$ cat config.mk
export PLATFORM = sky130hd
export DESIGN_NAME = rgb_sequencer
export DESIGN_NICKNAME = d
export VERILOG_FILES = /design/src/rtl/rgb_pkg.sv /design/src/rtl/tick_divider.sv /design/src/rtl/rgb_sequencer.sv
export SDC_FILE = /design/constraint.sdc
export NUM_CORES = 1
export LEC_CHECK = 0
export CAP_MARGIN = 5
export CORE_MARGIN = 3
export CORE_UTILIZATION = 54
export CTS_BUF_LIST = sky130_fd_sc_hd__clkbuf_2
export CTS_CLUSTER_DIAMETER = 100
export DETAILED_ROUTE_END_ITERATION = 10
export MAX_ROUTING_LAYER = met4
export PLACE_DENSITY_LB_ADDON = 0.2
export SKIP_CTS_REPAIR_TIMING = 1
export SYNTH_ARGS = -nofsm -noshare
export SYNTH_HDL_FRONTEND = slang
export SYNTH_HIERARCHICAL = 1
export SYNTH_SLANG_ARGS = --single-unit
$ cat constraint.sdc
create_clock -name clk -period 1.7 [get_ports clk]
set_clock_uncertainty 0.05 [all_clocks]
set_input_delay 0.255 -clock clk [delete_from_list [all_inputs] [get_ports clk]]
set_output_delay 0.255 -clock clk [all_outputs]
set_load 0.05 [all_outputs]
$ cat src/rtl/rgb_pkg.sv
// -----------------------------------------------------------------------------
// rgb_pkg
// Shared definitions for the RGB sequencer:
//   - mode_e         : operating mode encodings (OFF / CYCLE / BLINK / HOLD)
//   - RGB_*_BIT      : bit positions of the red/green/blue drives in a 3-bit word
//   - COLOUR_*       : named colour constants
//   - IDX_FIRST/LAST : range of the CYCLE colour index (0 is never used)
//   - next_colour_idx: 1 -> 2 -> ... -> 7 -> 1 successor
//   - gate_rgb       : blank an RGB word when the PWM stage is in its off time
// -----------------------------------------------------------------------------
package rgb_pkg;

   typedef enum logic [1:0] {
      MODE_OFF   = 2'b00,
      MODE_CYCLE = 2'b01,
      MODE_BLINK = 2'b10,
      MODE_HOLD  = 2'b11
   } mode_e;

   localparam int unsigned RGB_R_BIT = 32'd2;
   localparam int unsigned RGB_G_BIT = 32'd1;
   localparam int unsigned RGB_B_BIT = 32'd0;

   localparam logic [2:0] COLOUR_OFF = 3'b000;
   localparam logic [2:0] RED        = 3'b100;
   localparam logic [2:0] GREEN      = 3'b010;
   localparam logic [2:0] BLUE       = 3'b001;
   localparam logic [2:0] WHITE      = 3'b111;

   localparam logic [2:0] IDX_FIRST  = 3'd1;
   localparam logic [2:0] IDX_LAST   = 3'd7;

   // Successor in the 1..7 colour walk; an illegal 0 recovers to the start.
   function automatic logic [2:0] next_colour_idx(input logic [2:0] idx);
      logic [2:0] nxt;
      if ((idx == IDX_LAST) || (idx == 3'd0)) begin
         nxt = IDX_FIRST;
      end else begin
         nxt = idx + 3'd1;
      end
      return nxt;
   endfunction

   // Pass the colour through while the PWM stage is on, otherwise dark.
   function automatic logic [2:0] gate_rgb(input logic [2:0] rgb, input logic on);
      logic [2:0] res;
      if (on) begin
         res = rgb;
      end else begin
         res = COLOUR_OFF;
      end
      return res;
   endfunction

endpackage

$ cat src/rtl/tick_divider.sv
// -----------------------------------------------------------------------------
// tick_divider
// Prescaler producing a registered one-cycle pulse every DIV clock cycles.
// The counter runs 0..DIV-1 while enabled and is cleared while disabled, so a
// re-enable always starts a fresh, full period.
//
// Parameters:
//   DIV    : division ratio, must be >= 2
// Ports:
//   clk    : input  clock, rising edge
//   rst    : input  asynchronous active-high reset
//   enable : input  1 = count, 0 = clear counter and suppress the tick
//   tick   : output registered pulse, high for one cycle as the counter wraps
// -----------------------------------------------------------------------------
module tick_divider
   import rgb_pkg::*;
#(
   parameter int unsigned DIV = 32'd8
) (
   input  logic clk,
   input  logic rst,
   input  logic enable,
   output logic tick
);

   localparam int unsigned      CNT_W   = (DIV > 32'd1) ? $clog2(DIV) : 32'd1;
   localparam logic [CNT_W-1:0] CNT_MAX = CNT_W'(DIV - 32'd1);

   logic [CNT_W-1:0] cnt_q;
   logic [CNT_W-1:0] cnt_d;
   logic             tick_q;
   logic             tick_d;

   // Next counter value and tick flag.
   always_comb begin
      cnt_d  = '0;
      tick_d = 1'b0;
      if (!enable) begin
         cnt_d  = '0;
         tick_d = 1'b0;
      end else if (cnt_q == CNT_MAX) begin
         cnt_d  = '0;
         tick_d = 1'b1;
      end else begin
         cnt_d  = cnt_q + CNT_W'(1);
         tick_d = 1'b0;
      end
   end

   // Counter and tick registers.
   always_ff @(posedge clk or posedge rst) begin
      if (rst) begin
         cnt_q  <= '0;
         tick_q <= 1'b0;
      end else begin
         cnt_q  <= cnt_d;
         tick_q <= tick_d;
      end
   end

   assign tick = tick_q;

endmodule

$ cat src/rtl/rgb_sequencer.sv
// -----------------------------------------------------------------------------
// rgb_sequencer
// Drives a 3-bit RGB LED with four modes: OFF, colour CYCLE (1..7), BLINK of a
// selected colour, and HOLD of a selected colour. A PWM stage scales the
// brightness; a tick_divider sets the step rate for CYCLE and BLINK.
//
// Parameters:
//   CLK_HZ     : input clock frequency in Hz
//   STEP_HZ    : step rate in Hz (CLK_HZ/STEP_HZ must be >= 2)
//   PWM_BITS   : width of brightness and of the PWM counter
// Ports:
//   clk        : input  clock, rising edge
//   rst        : input  asynchronous active-high reset
//   enable     : input  1 = run, 0 = blank display and freeze state
//   mode       : input  00 OFF, 01 CYCLE, 10 BLINK, 11 HOLD
//   colour     : input  colour for BLINK/HOLD (bit2 R, bit1 G, bit0 B)
//   brightness : input  PWM duty, 0 = dark, all-ones = always on
//   display    : output registered RGB drive
//   colour_idx : output current CYCLE colour index, 1..7
//   step_tick  : output one-cycle pulse at each step boundary
// -----------------------------------------------------------------------------
module rgb_sequencer
   import rgb_pkg::*;
#(
   parameter int unsigned CLK_HZ   = 32'd100_000_000,
   parameter int unsigned STEP_HZ  = 32'd1,
   parameter int unsigned PWM_BITS = 32'd4
) (
   input  logic                clk,
   input  logic                rst,
   input  logic                enable,
   input  logic [1:0]          mode,
   input  logic [2:0]          colour,
   input  logic [PWM_BITS-1:0] brightness,
   output logic [2:0]          display,
   output logic [2:0]          colour_idx,
   output logic                step_tick
);

   localparam int unsigned         DIV         = CLK_HZ / STEP_HZ;
   localparam logic [PWM_BITS-1:0] BRIGHT_FULL = '1;

   logic                step_tick_s;
   logic                pwm_on_s;
   logic [PWM_BITS-1:0] pwm_cnt_q;
   logic [PWM_BITS-1:0] pwm_cnt_d;
   mode_e               mode_s;
   mode_e               mode_q;
   logic [2:0]          colour_idx_q;
   logic                blink_phase_q;
   logic [2:0]          display_q;
   logic [2:0]          display_d;

   tick_divider #(
      .DIV(DIV)
   ) u_step_div (
      .clk   (clk),
      .rst   (rst),
      .enable(enable),
      .tick  (step_tick_s)
   );

   assign mode_s = mode_e'(mode);

   // Free-running PWM counter, held at zero while disabled.
   always_comb begin
      pwm_cnt_d = '0;
      if (enable) begin
         pwm_cnt_d = pwm_cnt_q + PWM_BITS'(1);
      end else begin
         pwm_cnt_d = '0;
      end
   end

   // PWM counter register.
   always_ff @(posedge clk or posedge rst) begin
      if (rst) begin
         pwm_cnt_q <= '0;
      end else begin
         pwm_cnt_q <= pwm_cnt_d;
      end
   end

   // Full-scale brightness is forced on; otherwise the compare gives
   // brightness on-cycles per 2^PWM_BITS period. Brightness is used live.
   assign pwm_on_s = (brightness == BRIGHT_FULL) || (pwm_cnt_q < brightness);

   // Next display word from the registered mode/index/phase and live inputs.
   always_comb begin
      display_d = COLOUR_OFF;
      if (!enable) begin
         display_d = COLOUR_OFF;
      end else begin
         case (mode_q)
            MODE_OFF:   display_d = COLOUR_OFF;
            MODE_CYCLE: display_d = gate_rgb(colour_idx_q, pwm_on_s);
            MODE_BLINK: display_d = gate_rgb(blink_phase_q ? colour : COLOUR_OFF, pwm_on_s);
            MODE_HOLD:  display_d = gate_rgb(colour, pwm_on_s);
            default:    display_d = COLOUR_OFF;
         endcase
      end
   end

   // Mode FSM with colour index, blink phase and registered display.
   // A mode change takes priority over a coincident step tick, so entering
   // CYCLE or BLINK always starts from index 1 / the on phase.
   always_ff @(posedge clk or posedge rst) begin
      if (rst) begin
         mode_q        <= MODE_OFF;
         colour_idx_q  <= IDX_FIRST;
         blink_phase_q <= 1'b1;
         display_q     <= COLOUR_OFF;
      end else begin
         display_q <= display_d;
         if (enable) begin
            if (mode_s != mode_q) begin
               mode_q <= mode_s;
               case (mode_s)
                  MODE_CYCLE: colour_idx_q  <= IDX_FIRST;
                  MODE_BLINK: blink_phase_q <= 1'b1;
                  default:    ;
               endcase
            end else if (step_tick_s) begin
               case (mode_q)
                  MODE_CYCLE: colour_idx_q  <= next_colour_idx(colour_idx_q);
                  MODE_BLINK: blink_phase_q <= ~blink_phase_q;
                  default:    ;
               endcase
            end
         end
      end
   end

   assign display    = display_q;
   assign colour_idx = colour_idx_q;
   assign step_tick  = step_tick_s;

endmodule

* Word level (Yosys, flattened, before mapping)
Cells that the tools add are included.
Word-level totals: register bits after elaboration 41, output and inout bits 7
Cells by class: add/subtract/negate cells 3, order comparisons 1, equal/unequal tests 11, mux-type cells 20, bitwise gates (word level) 1, reduce and logical (&&, ||, !) cells 10
Operators by type and width (count):
- $mux 27 | 2
- $mux 3 | 10
- $add 27x1->27 const B | 1
- $eq 27x27->1 const B | 1
- $pmux 3 s4 | 1
- $reduce_and 4->1 | 2
- $eq 2x2->1 const B | 3
- $mux 1 | 6
- $reduce_bool 2->1 | 3
- $add 4x1->4 const B | 1
- $eq 2x1->1 const B | 2
- $eq 4x4->1 const B | 1
- $lt 4x4->1 | 1
- $mux 4 | 1
- $ne 2x1->1 const B | 2
- $add 3x1->3 const B | 1
- $eq 3x3->1 const B | 1
- $logic_not 3->1 | 1
- $logic_not 2->1 | 1
- $logic_or 1x1->1 | 2
- $ne 2x2->1 | 1
- $reduce_and 2->1 | 1
- $not 1->1 | 1

* Longest topological paths before layout
Gate-level depths: netlist (run 1).
word-level depth 6, gate-level depth with buffers 6, gate-level depth less buffers 6

* Hierarchy
Netlist (run 1), hierarchy kept.
Modules (own cells, without submodules):
- tick_divider | instances 1, cells an instance 151, area an instance 1490.2 um2, seq. area each 700.7 um2
- rgb_sequencer | instances 1, cells an instance 77, area an instance 734.5 um2, seq. area each 327.8 um2

* Worst setup path before layout (run 1)
Ideal clock, no wire load.
kind register -> register, start point reg u_step_div.cnt_q[0], end point reg u_step_div.cnt_q[20], data arrival time 1.627 ns, required time 1.573 ns, path slack -0.055 ns, stages on the path, launching flop included 7, buffers on the path 1, period minus slack after synthesis 1.755 ns, cells stage by stage dfrtp_1 -> ha_1 -> and4_4 -> nand2_2 -> buf_6 -> or4_1 -> a21oi_1
On the way: cells in the longest elaborated chain, start to end 3, elaborated cells between the ends (all ways) 4, classes of those cells add/sub: 1; eq/ne: 1; mux: 2
RTL lines:
- start, declared | line tick_divider.sv:29 | logic [CNT_W-1:0] cnt_q;
- start signal, assigned | line tick_divider.sv:56 | cnt_q <= cnt_d;
- $add 27x1->27 or $eq 27x27->1 (tied branches) | line tick_divider.sv:45, tick_divider.sv:41
- $mux 27 * | line tick_divider.sv:41 | end else if (cnt_q == CNT_MAX) begin
- $mux 27 * | line tick_divider.sv:38 | if (!enable) begin
- named net u_step_div.cnt_d[20] | line tick_divider.sv:30 | logic [CNT_W-1:0] cnt_d;
The timed path passes the listed nets; every way through them passes the cells marked *. A chain may end at the register's enable or synchronous reset.

* Worst setup path after layout (run 1)
start point reg u_step_div.cnt_q[0], end point reg u_step_div.cnt_q[25]
Same word-level chain as after synthesis.

==> results of run 1 <==
==> per-layer routing <==
metal,vias up,track usage [%],share of wire [%]
met1,954,26.7,45
met5,-,-,0
met2,47,35.3,50
met3,6,5.47,4.3
li1,963,-,-
met4,0,4.68,0.86
==> metrics by stage <==
stage | worst slack [ns] | hold slack, ns | utilization [%] | power, mW | area (um2)
2_1_floorplan | 0.00267 | 0.0805 | - | 1.34 | 2230
3_3_place_gp | -0.160 | 0.428 | 70.0 | 1.50 | 2680
6_report | -0.0807 | 0.167 | 76.1 | 1.91 | 2910
3_5_place_dp | -0.250 | 0.432 | 70.0 | 1.51 | 2680
4_1_cts | -0.0486 | 0.164 | 71.0 | 1.91 | 2720
5_1_grt | -0.140 | 0.152 | 76.1 | 2.03 | 2910
==> critical path, stage by stage, from the launching register on <==
cell and delay [ns]:
dfrtp_1 0.43, buf_4 0.13, and4_4 0.25, nand4_4 0.11, or4_1 0.57, a21oi_1 0.19
==> cell usage in the layout (no fill, tap or decap), drive strengths merged, types with 5 or more instances in the layout <==
master	synthesis	layout
a21oi	15	15
and4	5	5
buf	7	52
clkbuf	1	7
clkdlybuf4s50	0	11
dfrtp	39	39
ha	7	7
inv	13	13
nand2	18	18
nand3	13	13
nand4	9	9
nor2	19	19
nor3	5	5
o21ai	11	11
o31ai	10	10
or4	8	8
xnor2	6	6
xor2	11	11
==> state kept, by name, indices dropped and copies added, names as in the netlist <==
name              cells
pwm_cnt_q             4
u_step_div/tick       1
blink_phase_q         1
colour_idx            3
display               3
mode_q                2
u_step_div/cnt_q     27
==> cell type report <==
cell class / instances / area share [%]
clock buffers: 5 / 0.859
repair buffers: 65 / 19.9
inverters: 13 / 1.68
well taps: 48 / 2.06
multi-input cells: 166 / 39.7
clock inverters: 3 / 0.430
flip-flops and latches: 41 / 35.4
==> report_power, final <==
part,switching (mW),leakage [nW],internal (mW)
sequential,0.0490,0.554,1.03
combinational,0.248,0.747,0.201
clock,0.298,0.0278,0.0902
==> kinds of logic (layout without fill, tap and decap cells) <==
family | Yosys count | in the layout | synth area share [%]
AO/OA/AOI/OAI | 45 | 45 | 13.4
AND/OR/NAND/NOR | 96 | 96 | 24.5
buffers and inverters | 21 | 86 | 4.78
adder cells (fa/ha/maj) | 7 | 7 | 3.94
flip-flops | 41 | 41 | 46.2
multiplexers | 1 | 1 | 0.506
XOR/XNOR | 17 | 17 | 6.69
==> worst max path at each step <==
| stage | slack (ns) | startpoint | depth (start not counted) | to |
|---|---|---|---|---|
| 2_1_floorplan | 0.003 | u_step_div/cnt_q[0]$_DFF_PP0_ | 6 | u_step_div/cnt_q[20]$_DFF_PP0_ |
| 3_3_place_gp | -0.16 | brightness[1] | 7 | display[2]$_DFF_PP0_ |
| 3_5_place_dp | -0.25 | brightness[1] | 7 | display[1]$_DFF_PP0_ |
| 4_1_cts | -0.05 | u_step_div/cnt_q[1]$_DFF_PP0_ | 5 | u_step_div/cnt_q[18]$_DFF_PP0_ |
| 5_1_grt | -0.14 | u_step_div/cnt_q[17]$_DFF_PP0_ | 4 | u_step_div/cnt_q[22]$_DFF_PP0_ |
| 6_report | -0.08 | u_step_div/cnt_q[0]$_DFF_PP0_ | 5 | u_step_div/cnt_q[25]$_DFF_PP0_ |
==> impl_metrics.py, run 1 <==
metrics = {
    "clock_network": {
        "cts_buffers": 5,
        "clock_latency_ns": 0.38,
        "clock_path_buffers": 2,
        "clk_pin_slew_worst_paths_ns": 0.19,
        "cts_max_level": 2,
        "cts_root_buf": "clkbuf_2",
        "numClockSinks": 41,
        "cts_tree": "done",
    },
    "global_route": {
        "grt-ovfl-total": 0,
        "grt_pass1_vias": 1879,
        "grt_max_degree": 29,
        "grt_pass1_wl_um": 8310,
        "antenna_found_initial": 0,
        "grt_usage_pct": 21.4,
    },
    "sta": {
        "finalMaxSlewViolations": 0,
        "period_needed_ns": 1.78,
        "worst_slack_ns": -0.0807,
        "hold_viol": 0,
        "fmax_mhz": 562,
        "slew_headroom_pct": 67.9,
        "post-route-period-util_pct": 105,
        "fin_setup_tns_ns": -1.34,
        "worst_pin_slew_ns": 0.482,
        "grt_setup_unrepaired": "yes",
        "setup_viol": 26,
    },
    "hold_path": {
        "hp-class": "input pin to asynchronous set/reset pin",
    },
    "floorplan": {
        "core_um2": 3830,
        "ioPinCount": 19,
        "start_util_pct": 58.1,
        "dieWidth_um": 70.2,
        "die_h_um": 70.2,
        "rows": 22,
        "dieArea_um2": 4930,
    },
    "logic_synthesis": {
        "ys_seq_elements": 41,
        "synth_top_cell_by_area": "dfrtp_1",
        "synthFlopType": "dfrtp_1",
        "syn_area_um2": 2220,
        "synth_commonest_cells": "dfrtp_1, nor2_1, nand2_1, a21oi_1, inv_1",
        "ys_seq_area_share_pct": 46.2,
        "synth-async-reset-ratio_pct": 100,
        "synthCells": 228,
        "synth_fp_nets": 247,
        "synth_cell_type_count": 42,
        "synth_edf_count": 0,
        "yosysMostFrequentCell": "dfrtp_1",
        "ys_warn_count": 6,
        "synth.area.top_cells": "dfrtp_1, xor2_1, ha_1, a21oi_1, nor2_1",
        "avgSynthCellArea_um2": 9.76,
        "netlist.area_leader.share_pct": 43.9,
    },
    "worst_setup_path": {
        "endpoint_kind": "flip-flop",
        "r2r_end": "u_step_div/cnt_q[25]$_DFF_PP0_",
        "worstPathArrival_ns": 2.04,
        "reg2reg_depth": 5,
        "critPathLaunchType": "flip-flop",
        "required_ns": 1.96,
        "crit_path_max_fanout": 5,
        "crit_type": "flip-flop to flip-flop",
        "r2r_start": "u_step_div/cnt_q[0]$_DFF_PP0_",
        "r2r_setup_slack_ns": -0.08,
    },
    "place": {
        "io_buffers": 18,
        "placedCellCount": 321,
        "hpwlAfterDp_um": 3430,
        "routabilityCongestion": 0.819,
    },
    "power": {
        "irDropWorstVdd_mv": 0.443,
        "powerDensity_nw_per_um2": 657,
        "leakagePower_nw": 1.33,
    },
    "cells_and_area": {
        "multi_input_area_um2": 1160,
        "instances_no_fill": 341,
        "area.sequential_um2": 1030,
        "area_growth_pct": 30.9,
        "num_antenna_cells": 0,
        "drive_gt1_share_pct": 29.4,
        "layout.nets": 311,
        "nFillCells": 266,
    },
    "route": {
        "dr.pass1.iters": 4,
        "totalWireLength_um": 5240,
        "drc": 0,
        "vias": 1970,
        "antenna_left": 0,
        "viasPerCell": 5.78,
        "drt-initial-drc-count": 94,
        "wl_per_cell_um": 15.4,
    },
    "run": {
        "maxCapViolCount": 0,
    },
    "status": {
        "violations": "setup timing",
        "status": "complete, but fails checks",
    },
}
(Power assumes the default switching activity.)
==> run 2: changes to the inputs <==
--- a/config.mk
+++ b/config.mk
@@ -15,2 +15,3 @@
 export PLACE_DENSITY_LB_ADDON = 0.2
+export REMOVE_ABC_BUFFERS = 1
 export SKIP_CTS_REPAIR_TIMING = 1
==> constraint.sdc (replaced) <==
create_clock -name clk -period 1.7 [get_ports clk]
set_clock_uncertainty 0.05 [all_clocks]
set_input_delay 0.17 -clock clk [delete_from_list [all_inputs] [get_ports clk]]
set_output_delay 0.17 -clock clk [all_outputs]
set_load 0.05 [all_outputs]
==> run 2 against run 1 <==
The flow still finishes with violations (setup timing). Count of clock-buffer cells in the layout unchanged. Die area is the same. Routed wire length is 14% higher. Clock power grew 47%. Cell area up 5.4%. Sequential cell count unchanged. First-iteration DRC count is 78% higher. Critical endpoint unchanged. Cell count fell by 0.59%. Sequential share of layout area is 1.8 points lower.
==> impl_metrics.py, run 2 (synthesis results as in run 1) <==
metrics = {
    "status": {
        "status": "complete, but fails checks",
        "violations": "setup timing",
    },
    "power": {
        "finalPower_mw": 2.08,
        "irDropWorstVdd_mv": 0.523,
        "powerDensity_nw_per_um2": 678,
        "leakagePower_nw": 1.36,
    },
    "floorplan": {
        "die_h_um": 70.2,
        "start_util_pct": 58.1,
        "dieArea_um2": 4930,
        "dieWidth_um": 70.2,
        "rows": 22,
        "core_um2": 3830,
        "ioPinCount": 19,
    },
    "worst_setup_path": {
        "crit_path_max_fanout": 5,
        "required_ns": 1.97,
        "critPathLaunchType": "flip-flop",
        "crit_type": "flip-flop to flip-flop",
        "reg2reg_depth": 4,
        "worstPathArrival_ns": 2.14,
        "endpoint_kind": "flip-flop",
    },
    "route": {
        "vias": 2086,
        "wl_per_cell_um": 17.6,
        "totalWireLength_um": 5960,
        "antenna_left": 0,
        "drt-initial-drc-count": 167,
        "dr.pass1.iters": 4,
        "drc": 0,
        "viasPerCell": 6.15,
    },
    "global_route": {
        "antenna_found_initial": 0,
        "grt_max_degree": 29,
        "grt-ovfl-total": 0,
        "grt_pass1_wl_um": 7860,
        "grt_pass1_vias": 1810,
        "grt_usage_pct": 20.2,
    },
    "cells_and_area": {
        "num_antenna_cells": 0,
        "final_area_um2": 3070,
        "layout.nets": 309,
        "regMostFlops": "u_step_div/cnt_q",
        "final_common_cell": "buf_4",
        "top_regs": "u_step_div/cnt_q (27), pwm_cnt_q (4)",
        "final_cell_mix": "buf_4, dfrtp_1, nand2_1",
        "largest_register_ffs": 27,
        "drive_gt1_share_pct": 33.7,
        "area_growth_pct": 37.9,
    },
    "clock_network": {
        "cts_root_buf": "clkbuf_2",
        "cts_buffers": 5,
        "clk_pin_slew_worst_paths_ns": 0.22,
        "clock_path_buffers": 2,
        "cts_max_level": 2,
        "clock_latency_ns": 0.40,
        "cts_tree": "done",
        "numClockSinks": 41,
    },
    "sta": {
        "worst_pin_slew_ns": 0.503,
        "finalMaxSlewViolations": 0,
        "fmax_mhz": 536,
        "hold_ws_ns": 0.0175,
        "worst_slack_ns": -0.166,
        "post-route-period-util_pct": 110,
        "setup_viol": 26,
        "period_needed_ns": 1.87,
        "hold_viol": 0,
        "slew_headroom_pct": 66.4,
        "grt_setup_unrepaired": "yes",
    },
    "run": {
        "maxCapViolCount": 0,
    },
    "place": {
        "place_ws_ns": -0.192,
        "hpwlAfterDp_um": 3240,
        "io_buffers": 18,
        "routabilityCongestion": 0.820,
        "placedInstanceArea_um2": 2660,
    },
    "hold_path": {
        "hp-class": "input pin to asynchronous set/reset pin",
    },
}
run 2: cell types whose count changed in the layout (fill, tap and decap cells not counted), sizes merged:
cell          previous run  this run
bufinv                   0         1
clkinv                   3         1
dlymetal6s2s             0         3
clkinvlp                 0         1
nand2                   18        19
buf                     52        46
run 2: worst paths after layout:
check	endpoint	from	slack [ns]
setup / recovery	u_step_div/cnt_q[25]$_DFF_PP0_	u_step_div/cnt_q[6]$_DFF_PP0_	-0.17
hold / removal	colour_idx[2]$_DFFE_PP0P_	rst	0.02
setup reg to reg	u_step_div/cnt_q[25]$_DFF_PP0_	u_step_div/cnt_q[6]$_DFF_PP0_	-0.17
hold reg to reg	pwm_cnt_q[0]$_DFF_PP0_	pwm_cnt_q[0]$_DFF_PP0_	0.45
max in group asynchronous	u_step_div/cnt_q[12]$_DFF_PP0_	rst	1.22
min in group clk	mode_q[0]$_DFFE_PP0P_	mode[0]	0.33
run 2: layout make-up:
class | instances | area, um2
Clock buffer | 5 | 25.0
Clock inverter | 3 | 41.3
Fill cell | 229 | 758
Inverter | 13 | 48.8
Multi-Input combinational cell | 167 | 1290
Sequential cell | 41 | 1030
Tap cell | 48 | 60.1
Timing Repair Buffer | 62 | 576
run 2: critical path, cell delays in order (launching register included):
cell     delay, ns
dfrtp_1       0.50
and4_2        0.33
nand4_4       0.14
or4_1         0.56
a21oi_2       0.20
run 2: power breakdown:
part           internal, mW  leakage (nW)  total, mW  switching (mW)
clock                 0.243        0.0366      0.572           0.328
combinational         0.175         0.769      0.439           0.264
sequential             1.03         0.554       1.07          0.0428
total                  1.44          1.36       2.08           0.635
run 2: per-stage QoR:
stage	setup TNS (ns)	utilization, %	instances
2_1_floorplan	-4.93	-	220
5_1_grt	-3.32	80.2	339
3_5_place_dp	-0.634	69.5	319
4_1_cts	-0.697	71.2	327
6_report	-1.82	80.2	339
3_3_place_gp	-0.227	69.5	319
run 2: layer usage:
metal  routed length (um)  GRT usage [%]  up-vias  share of wire, %
met3                  333           3.45       26               5.6
met2                 3050           33.8       97                51
met1                 2350           24.5     1011                39
li1                     -              -      952                 -
met4                  225           7.66        0               3.8
met5                    0              -        -                 0
==> run 3: changes to the inputs <==
==> constraint.sdc (replaced) <==
create_clock -name clk -period 1.7 [get_ports clk]
set_clock_uncertainty 0.05 [all_clocks]
set_input_delay 0.34 -clock clk [delete_from_list [all_inputs] [get_ports clk]]
set_output_delay 0.34 -clock clk [all_outputs]
set_load 0.05 [all_outputs]
==> run 3 against run 2 <==
The flow still finishes with violations (setup timing). Register-to-register slack better by 0.099 ns. Clock power is 24% lower. First-iteration DRC count is 3.6% higher. Worst setup slack better by 0.099 ns. Fmax is 5.6% higher. Sequential cell count stayed put. Critical path type unchanged. Utilization is 2.7 points lower. Sequential share of layout area is 1.2 points higher.
==> impl_metrics.py, run 3 (synthesis results as in run 1) <==
metrics = {
    "cells_and_area": {
        "largest_register_ffs": 27,
        "regMostFlops": "u_step_div/cnt_q",
        "layout.nets": 315,
        "top_regs": "u_step_div/cnt_q (27), pwm_cnt_q (4)",
        "final_cell_mix": "buf_4, dfrtp_1, nor2_1",
        "num_antenna_cells": 0,
        "area_growth_pct": 33.3,
        "utilization_pct": 77.5,
        "drive_gt1_share_pct": 33.7,
        "final_common_cell": "buf_4",
    },
    "status": {
        "violations": "setup timing",
        "status": "complete, but fails checks",
    },
    "worst_setup_path": {
        "endpoint_kind": "flip-flop",
        "r2r_start": "u_step_div/cnt_q[0]$_DFF_PP0_",
        "r2r_setup_slack_ns": -0.07,
        "reg2reg_depth": 5,
        "crit_buf_inv": 0,
        "crit_chain": "ha_2 > and4_4 > nand3_2 > or4_4 > a21oi_2",
        "required_ns": 2.00,
        "r2r_end": "u_step_div/cnt_q[26]$_DFF_PP0_",
        "worstPathArrival_ns": 2.07,
        "cpPeakStageDelay_ns": 0.49,
        "critPathLaunchType": "flip-flop",
        "crit_slowest_cell": "or4_4",
        "crit_type": "flip-flop to flip-flop",
        "crit_path_max_fanout": 5,
        "path_delay_family": "simple AND/OR/NAND/NOR gates",
    },
    "clock_network": {
        "cts_max_level": 2,
        "clock_latency_ns": 0.42,
        "cts_root_buf": "clkbuf_2",
        "numClockSinks": 41,
        "cts_buffers": 5,
        "clk_pin_slew_worst_paths_ns": 0.23,
        "cts_tree": "done",
        "clock_path_buffers": 2,
    },
    "route": {
        "vias": 2017,
        "drt-initial-drc-count": 173,
        "dr.pass1.iters": 6,
        "viasPerCell": 5.85,
        "wl_per_cell_um": 16.0,
        "totalWireLength_um": 5520,
        "drc": 0,
        "antenna_left": 0,
    },
    "floorplan": {
        "ioPinCount": 19,
        "rows": 22,
        "core_um2": 3830,
        "dieArea_um2": 4930,
        "start_util_pct": 58.1,
        "die_h_um": 70.2,
        "dieWidth_um": 70.2,
    },
    "global_route": {
        "grt_max_degree": 29,
        "grt-ovfl-total": 0,
        "antenna_found_initial": 0,
        "grt_usage_pct": 20.9,
        "grt_pass1_vias": 1867,
        "grt_pass1_wl_um": 8070,
    },
    "sta": {
        "grt_setup_unrepaired": "yes",
        "setup_viol": 26,
        "slew_headroom_pct": 68.0,
        "finalMaxSlewViolations": 0,
        "fmax_mhz": 566,
        "worst_pin_slew_ns": 0.479,
        "post-route-period-util_pct": 104,
        "hold_viol": 0,
        "worst_slack_ns": -0.0668,
        "period_needed_ns": 1.77,
    },
    "place": {
        "io_buffers": 18,
        "hpwlAfterDp_um": 3480,
        "routabilityCongestion": 0.812,
    },
    "power": {
        "finalPower_mw": 1.97,
        "powerDensity_nw_per_um2": 664,
        "leakagePower_nw": 1.34,
        "irDropWorstVdd_mv": 0.525,
    },
    "run": {
        "maxCapViolCount": 0,
    },
    "hold_path": {
        "hp-class": "input pin to asynchronous set/reset pin",
    },
}
run 3: cell types whose count changed in the layout (fill, tap and decap cells not counted), sizes merged:
cell          change
clkinv            +1
clkbuf            -2
dlymetal6s2s      -3
bufinv            -1
buf              +11
run 3: layout make-up:
type,count,area (um2)
Clock buffer,5,25.0
Clock inverter,3,17.5
Fill cell,259,861
Inverter,13,48.8
Multi-Input combinational cell,167,1200
Sequential cell,41,1030
Tap cell,48,60.1
Timing Repair Buffer,68,578
run 3: worst max path at each step:
stage	startpoint	endpoint	slack (ns)	depth (start not counted)
6_report	u_step_div/cnt_q[0]$_DFF_PP0_	u_step_div/cnt_q[26]$_DFF_PP0_	-0.07	5
3_5_place_dp	brightness[1]	display[2]$_DFF_PP0_	-0.30	7
5_1_grt	u_step_div/cnt_q[17]$_DFF_PP0_	u_step_div/cnt_q[2]$_DFF_PP0_	-0.18	6
4_1_cts	u_step_div/cnt_q[0]$_DFF_PP0_	u_step_div/cnt_q[22]$_DFF_PP0_	-0.12	5
3_3_place_gp	brightness[1]	display[1]$_DFF_PP0_	-0.25	7
2_1_floorplan	u_step_div/cnt_q[0]$_DFF_PP0_	u_step_div/cnt_q[10]$_DFF_PP0_	-0.20	5
run 3: per-stage QoR:
step           cells  TNS [ns]  area [um2]  setup WS (ns)  hold slack [ns]
3_3_place_gp     322     -1.06        2690         -0.248            0.429
2_1_floorplan    220     -4.93        2170         -0.202            0.166
5_1_grt          345     -3.89        2970         -0.181            0.228
6_report         345    -0.766        2970        -0.0668            0.169
3_5_place_dp     322     -1.79        2690         -0.300            0.429
4_1_cts          330     -1.48        2730         -0.120            0.193
run 3: worst register-to-register path: cells and delay by family (launching register included):
family,cells,cell delay (ns)
AOI/OAI and AO/OA,1,0.15
adders and majority gates,1,0.20
DFF,1,0.43
and+or+nand+nor,3,0.88
run 3: layer usage:
| layer | wire length [um] | track usage [%] | part of all wire (%) | up-vias |
|---|---|---|---|---|
| met2 | 2760 | 35.4 | 50 | 52 |
| met4 | 103 | 6.17 | 1.9 | 0 |
| met5 | 0 | - | 0 | - |
| met1 | 2460 | 24.7 | 45 | 984 |
| li1 | - | - | - | 968 |
| met3 | 199 | 5.04 | 3.6 | 13 |
run 3: power by group:
part	internal [mW]	switching (mW)	total [mW]	leakage, nW
registers	1.03	0.0507	1.08	0.552
logic	0.205	0.252	0.457	0.754
clock network	0.0958	0.338	0.434	0.0287
total	1.33	0.641	1.97	1.34
